## src/rtl/branch_hazard_controller.sv

```systemverilog
// Purpose : decode-stage branch hazard unit: detects data hazards on branch comparator operands,
//           stalls or forwards as required, flushes after taken branches, keeps perf counters.
// Latency : stall/flush/forward controls are combinational in the same cycle; counters and
//           hazard_error update on the following rising edge.
// Backpr. : stall_f/stall_d hold fetch/decode while a producer is still in EX (or a load is in MEM);
//           there is no other flow control.
//
// Ports:
//   clk, rst                 - clock, asynchronous active-high reset
//   branch_d, pc_src_d       - decode-stage branch type and comparator taken result
//   rs_d, rt_d               - decode-stage source register numbers
//   reg_write_e/m, mem_to_reg_e/m, write_reg_e/m - EX/MEM destination info
//   stall_f, stall_d, flush_e, flush_d            - pipeline control
//   forward_a_d, forward_b_d - select MEM-stage ALU result for comparator operands
//   hazard_error             - sticky flag: stall run exceeded MAX_STALL
//   branch_cnt, taken_cnt, stall_cnt - saturating performance counters

module branch_hazard_controller #(
    parameter int CNT_W     = 16,
    parameter int MAX_STALL = 2
) (
    input  logic             clk,
    input  logic             rst,
    input  logic [2:0]       branch_d,
    input  logic             pc_src_d,
    input  logic [4:0]       rs_d,
    input  logic [4:0]       rt_d,
    input  logic             reg_write_e,
    input  logic             mem_to_reg_e,
    input  logic [4:0]       write_reg_e,
    input  logic             reg_write_m,
    input  logic             mem_to_reg_m,
    input  logic [4:0]       write_reg_m,
    output logic             stall_f,
    output logic             stall_d,
    output logic             flush_e,
    output logic             flush_d,
    output logic             forward_a_d,
    output logic             forward_b_d,
    output logic             hazard_error,
    output logic [CNT_W-1:0] branch_cnt,
    output logic [CNT_W-1:0] taken_cnt,
    output logic [CNT_W-1:0] stall_cnt
);

    // Run counter must be able to reach MAX_STALL+1 so the watchdog can fire.
    localparam int            RUN_W   = $clog2(MAX_STALL + 2);
    localparam logic [RUN_W-1:0] RUN_TRIP = RUN_W'(MAX_STALL);
    localparam logic [RUN_W-1:0] RUN_MAX  = RUN_W'(MAX_STALL + 1);

    localparam logic [2:0] BR_BEQ  = 3'b001;
    localparam logic [2:0] BR_BNE  = 3'b010;
    localparam logic [2:0] BR_BGEZ = 3'b110;

    typedef enum logic [1:0] {
        ST_RUN   = 2'd0,
        ST_STALL = 2'd1,
        ST_FLUSH = 2'd2
    } state_t;

    state_t           state;
    state_t           state_nxt;
    logic [RUN_W-1:0] run_cnt;

    logic is_branch;
    logic uses_rt;
    logic active;
    logic ex_rs_match, ex_rt_match;
    logic m_rs_match, m_rt_match;
    logic ex_haz, mem_haz;
    logic stall;
    logic resolved;
    logic taken;

    // mem_to_reg_e is deliberately unused by the decision: any EX producer
    // (ALU or load) is too late for a decode-stage comparison.
    logic unused_ok;
    assign unused_ok = mem_to_reg_e;

    // ---------------------------------------------------------------
    // Hazard detection
    // ---------------------------------------------------------------
    always_comb begin
        is_branch = (branch_d >= BR_BEQ) && (branch_d <= BR_BGEZ);
        uses_rt   = (branch_d == BR_BEQ) || (branch_d == BR_BNE);

        // Outputs are forced low while reset is held, and FLUSH ignores the
        // wrong-path instruction sitting in decode.
        active = is_branch && (state != ST_FLUSH) && !rst;

        // $0 is hardwired zero, so it can never carry a dependency.
        ex_rs_match = (rs_d != 5'd0) && (rs_d == write_reg_e);
        ex_rt_match = (rt_d != 5'd0) && (rt_d == write_reg_e) && uses_rt;
        m_rs_match  = (rs_d != 5'd0) && (rs_d == write_reg_m);
        m_rt_match  = (rt_d != 5'd0) && (rt_d == write_reg_m) && uses_rt;

        ex_haz  = reg_write_e && (ex_rs_match || ex_rt_match);
        // A load in MEM has no data yet; an ALU result in MEM is forwarded instead.
        mem_haz = reg_write_m && mem_to_reg_m && (m_rs_match || m_rt_match);

        stall    = active && (ex_haz || mem_haz);
        resolved = active && !stall;
        taken    = resolved && pc_src_d;
    end

    // ---------------------------------------------------------------
    // Control / forwarding outputs and next state
    // ---------------------------------------------------------------
    always_comb begin
        stall_f     = stall;
        stall_d     = stall;
        flush_e     = stall;
        flush_d     = taken;
        forward_a_d = active && reg_write_m && !mem_to_reg_m && m_rs_match;
        forward_b_d = active && reg_write_m && !mem_to_reg_m && m_rt_match;

        state_nxt = ST_RUN;
        if (stall) begin
            state_nxt = ST_STALL;
        end else if (taken) begin
            state_nxt = ST_FLUSH;
        end
    end

    // ---------------------------------------------------------------
    // State, watchdog and counters
    // ---------------------------------------------------------------
    always_ff @(posedge clk or posedge rst) begin
        if (rst) begin
            state        <= ST_RUN;
            run_cnt      <= '0;
            hazard_error <= 1'b0;
        end else begin
            state <= state_nxt;
            if (stall) begin
                if (run_cnt != RUN_MAX) begin
                    run_cnt <= run_cnt + RUN_W'(1);
                end
                // This stall cycle takes the run to MAX_STALL+1.
                if (run_cnt == RUN_TRIP) begin
                    hazard_error <= 1'b1;
                end
            end else begin
                run_cnt <= '0;
            end
        end
    end

    always_ff @(posedge clk or posedge rst) begin
        if (rst) begin
            branch_cnt <= '0;
            taken_cnt  <= '0;
            stall_cnt  <= '0;
        end else begin
            if (resolved && (branch_cnt != '1)) begin
                branch_cnt <= branch_cnt + CNT_W'(1);
            end
            if (taken && (taken_cnt != '1)) begin
                taken_cnt <= taken_cnt + CNT_W'(1);
            end
            if (stall && (stall_cnt != '1)) begin
                stall_cnt <= stall_cnt + CNT_W'(1);
            end
        end
    end

endmodule
```

## config.mk

```make
export PLATFORM = sky130hd
export DESIGN_NAME = branch_hazard_controller
export DESIGN_NICKNAME = d
export VERILOG_FILES = /design/src/rtl/branch_hazard_controller.sv
export SDC_FILE = /design/constraint.sdc
export NUM_CORES = 1
export LEC_CHECK = 0
export CAP_MARGIN = 15
export CORE_ASPECT_RATIO = 1.1
export CORE_MARGIN = 5
export CORE_UTILIZATION = 45
export CTS_BUF_LIST = sky130_fd_sc_hd__clkbuf_16
export DETAILED_ROUTE_END_ITERATION = 8
export PLACE_DENSITY_LB_ADDON = 0.05
export SETUP_SLACK_MARGIN = 0.15
export SYNTH_ARGS = -nofsm -noshare
export SYNTH_HDL_FRONTEND = slang
export SYNTH_SLANG_ARGS = --single-unit
```

## constraint.sdc

```tcl
create_clock -name clk -period 2.8 [get_ports clk]
set_input_delay 0.42 -clock clk [delete_from_list [all_inputs] [get_ports clk]]
set_output_delay 0.42 -clock clk [all_outputs]
set_load 0.005 [all_outputs]
```

==> results.toml <==
[run_status]
outcome = "finished, final reports clean"

[worst_setup_path]
crit_type = "in -> out"
cp_slowest_cell = "or4_4"
path_cells = "clkdlybuf4s50_1 > xor2_1 > nand3b_1 > nor4_1 > or4_4 > buf_6 > nor2_2 > buf_2"
required_ps = 2380
critPathMaxStageDelay_ps = 550
cp.arrival_ps = 2230
path_max_fanout = 3
cp-end-kind = "output port"
start_kind = "input port"

[synthesis]
syn_inst = 301
synth_compound_area_share_pct = 2.54
synth_cell_type_count = 34
ys.flop_type = "dfrtp_1"
synth_area_mm2 = 0.00295
synth_xor_area_share_pct = 18.4
async_flop_share_pct = 100
synth-edff-count = 0
synth.avg_cell_area_um2 = 9.81
ys_warn_count = 0
synth_area_leaders = "dfrtp_1, xor2_1, xnor2_1, nor3_1, nand4_1"
synth_nets = 336
yosys.area_share.simple_pct = 26.5
synth_seq_cells = 53
yosysTopAreaCellShare_pct = 44.9
synth_top_family_by_area = "simple AND/OR/NAND/NOR gates"
synth_top_area_cell = "dfrtp_1"
synthMuxAreaShare_pct = 2.29
ys_seq_area_share_pct = 44.9
synth_fa_ha_area_share_pct = 2.12

[cells_and_area]
areaGrowthSynthToFinish_pct = 45.5
fin_nets = 444
design_area_mm2 = 0.00430
antenna_cells = 0
stdcell_count = 492
fin_util_pct = 66.4
final_common_cell = "clkdlybuf4s50_1"
nFillCells = 545
drive_above_1_share_pct = 16.6
layout_common_cells = "clkdlybuf4s50_1, dfrtp_1, xor2_1"

[placement]
gp_congestion = 0.813
post_dp_cell_area_mm2 = 0.00405
io_buffer_count = 83
hpwlAfterDp_um = 5480
dp.cells = 479

[pwr]
pwr_density_cell_mw_per_mm2 = 535
leakage_nw = 2.00
ir_drop_v = 0.000530
power_mw = 2.30

[sta]
worst_slew_pin_slew_ps = 589
slew_headroom_pct = 60.7
rsz0062_at_grt = "yes"
hold_viol = 0
finalClockSkew_ps = 6.46
finalMaxSlewViolations = 0
period_needed_ps = 2650
hold_slack_ps = 485
setup_viol_count_final = 0
min_period_over_period_pct = 94.8
fmax_ghz = 0.377

[min_path]
hold_path.class = "reg -> reg"

[clocking]
cts_sinks = 53
cts_tree = "yes"
holdBufCountCts = 0
cts_root_buffer = "clkbuf_16"
path_clk_slew_ps = 60
cts_buffers = 5
cts.path.max_buffers = 2
insertion_delay_ps = 290
htreeDepth = 2

[global_routing]
grt.overflow.total = 0
grt_pass1_wl_um = 12400
grt_pass1_vias = 2594
antenna_found_initial = 0
grt.total_usage_pct = 18.6
grt_max_degree = 32

[detailed_routing]
first_iter_violations = 56
dr_wl_met2_um = 3630
vias_per_cell = 5.30
top_layer = "met4"
met1_length_um = 3360
antenna_left = 0
num_vias = 2609
drc = 0
wl_met3_um = 358
routed_wl_um = 7420
wl_per_cell_um = 15.1
drtPass1Iterations = 4

[floorplan]
core_area_mm2 = 0.00648
pin_count = 85
initial_core_util_pct = 45.6
die_w_um = 87.3
dieArea_mm2 = 0.00829
placementRows = 31
die_h_um = 95.0

[job]
cap_violations = 0
## stage by stage
stage / setup slack, ps / setup TNS, ps
after floorplan: 157 / 0
final: 147 / 0
after detailed placement: -464 / -9510
after global routing: 117 / 0
after global placement: -448 / -8430
after CTS: 152 / 0
## kinds of logic (layout without fill, tap and decap cells)
group	after synthesis	after routing
DFF	53	53
and+or+nand+nor	144	144
muxes	6	6
adders and majority gates	5	5
buffers and inverters	21	130
xor gates and xnor gates	62	62
AOI/OAI and AO/OA	10	10
## flip-flops by register name, summed over array words and instances, names as in the netlist
signal,cells
stall_cnt,16
hazard_error,1
taken_cnt,16
branch_cnt,16
state,2
run_cnt,2
## area by class of cell
| type | instances | area (µm²) | share of cell area (%) |
|---|---|---|---|
| Clock buffer | 5 | 125 | 2.91 |
| Tap cell | 82 | 103 | 2.39 |
| Multi-Input combinational cell | 227 | 1590 | 36.9 |
| Inverter | 6 | 22.5 | 0.524 |
| Clock inverter | 3 | 65.1 | 1.51 |
| Sequential cell | 53 | 1330 | 30.8 |
| Timing Repair Buffer | 116 | 1070 | 24.9 |
## Yosys cell counts, types with 5 or more instances
master	count
and2_1	5
nand4_1	19
inv_1	6
xnor2_1	25
nand3_1	16
clkbuf_1	10
xor2_1	37
nor2_1	11
ha_1	5
dfrtp_1	53
mux2_2	6
nor4_1	10
nor3_1	24
nand2_1	26
and3_1	16
## report_power, final
part | switching [mW] | internal, mW
sequential | 0.113 | 0.854
clock | 0.271 | 0.511
combinational | 0.230 | 0.319
total | 0.614 | 1.68
## critical path, delay by kind of cell
family / cells / cell delay, ps
and+or+nand+nor: 4 / 830
buffers and inverters: 3 / 780
xor gates and xnor gates: 1 / 190
## path summary, 6_finish.rpt
kind,slack [ps],to,start,depth (start not counted)
max,150,flush_d,write_reg_m[4],8
min reg2reg,490,branch_cnt[9],branch_cnt[9],1
max reg2reg,770,stall_cnt[1],stall_cnt[3],5
max in group asynchronous,1620,stall_cnt[2],rst,3
min,490,branch_cnt[9],branch_cnt[9],1
min in group asynchronous,630,taken_cnt[14],rst,2
## per-layer routing
layer | track usage (%) | vias to the layer above
met5 | 0 | -
met4 | 3.96 | 0
met3 | 3.49 | 6
met2 | 30.7 | 72
met1 | 25.5 | 1251
li1 | - | 1280
## what timing repair did
item,4_1_cts,5_1_grt
setup endpoints to repair,39,8
endpoints found under the hold margin,0,0
pin swaps,12,6
resized for setup,51,3
setup buffers,4,1
Power figures use the tool's default switching activity.
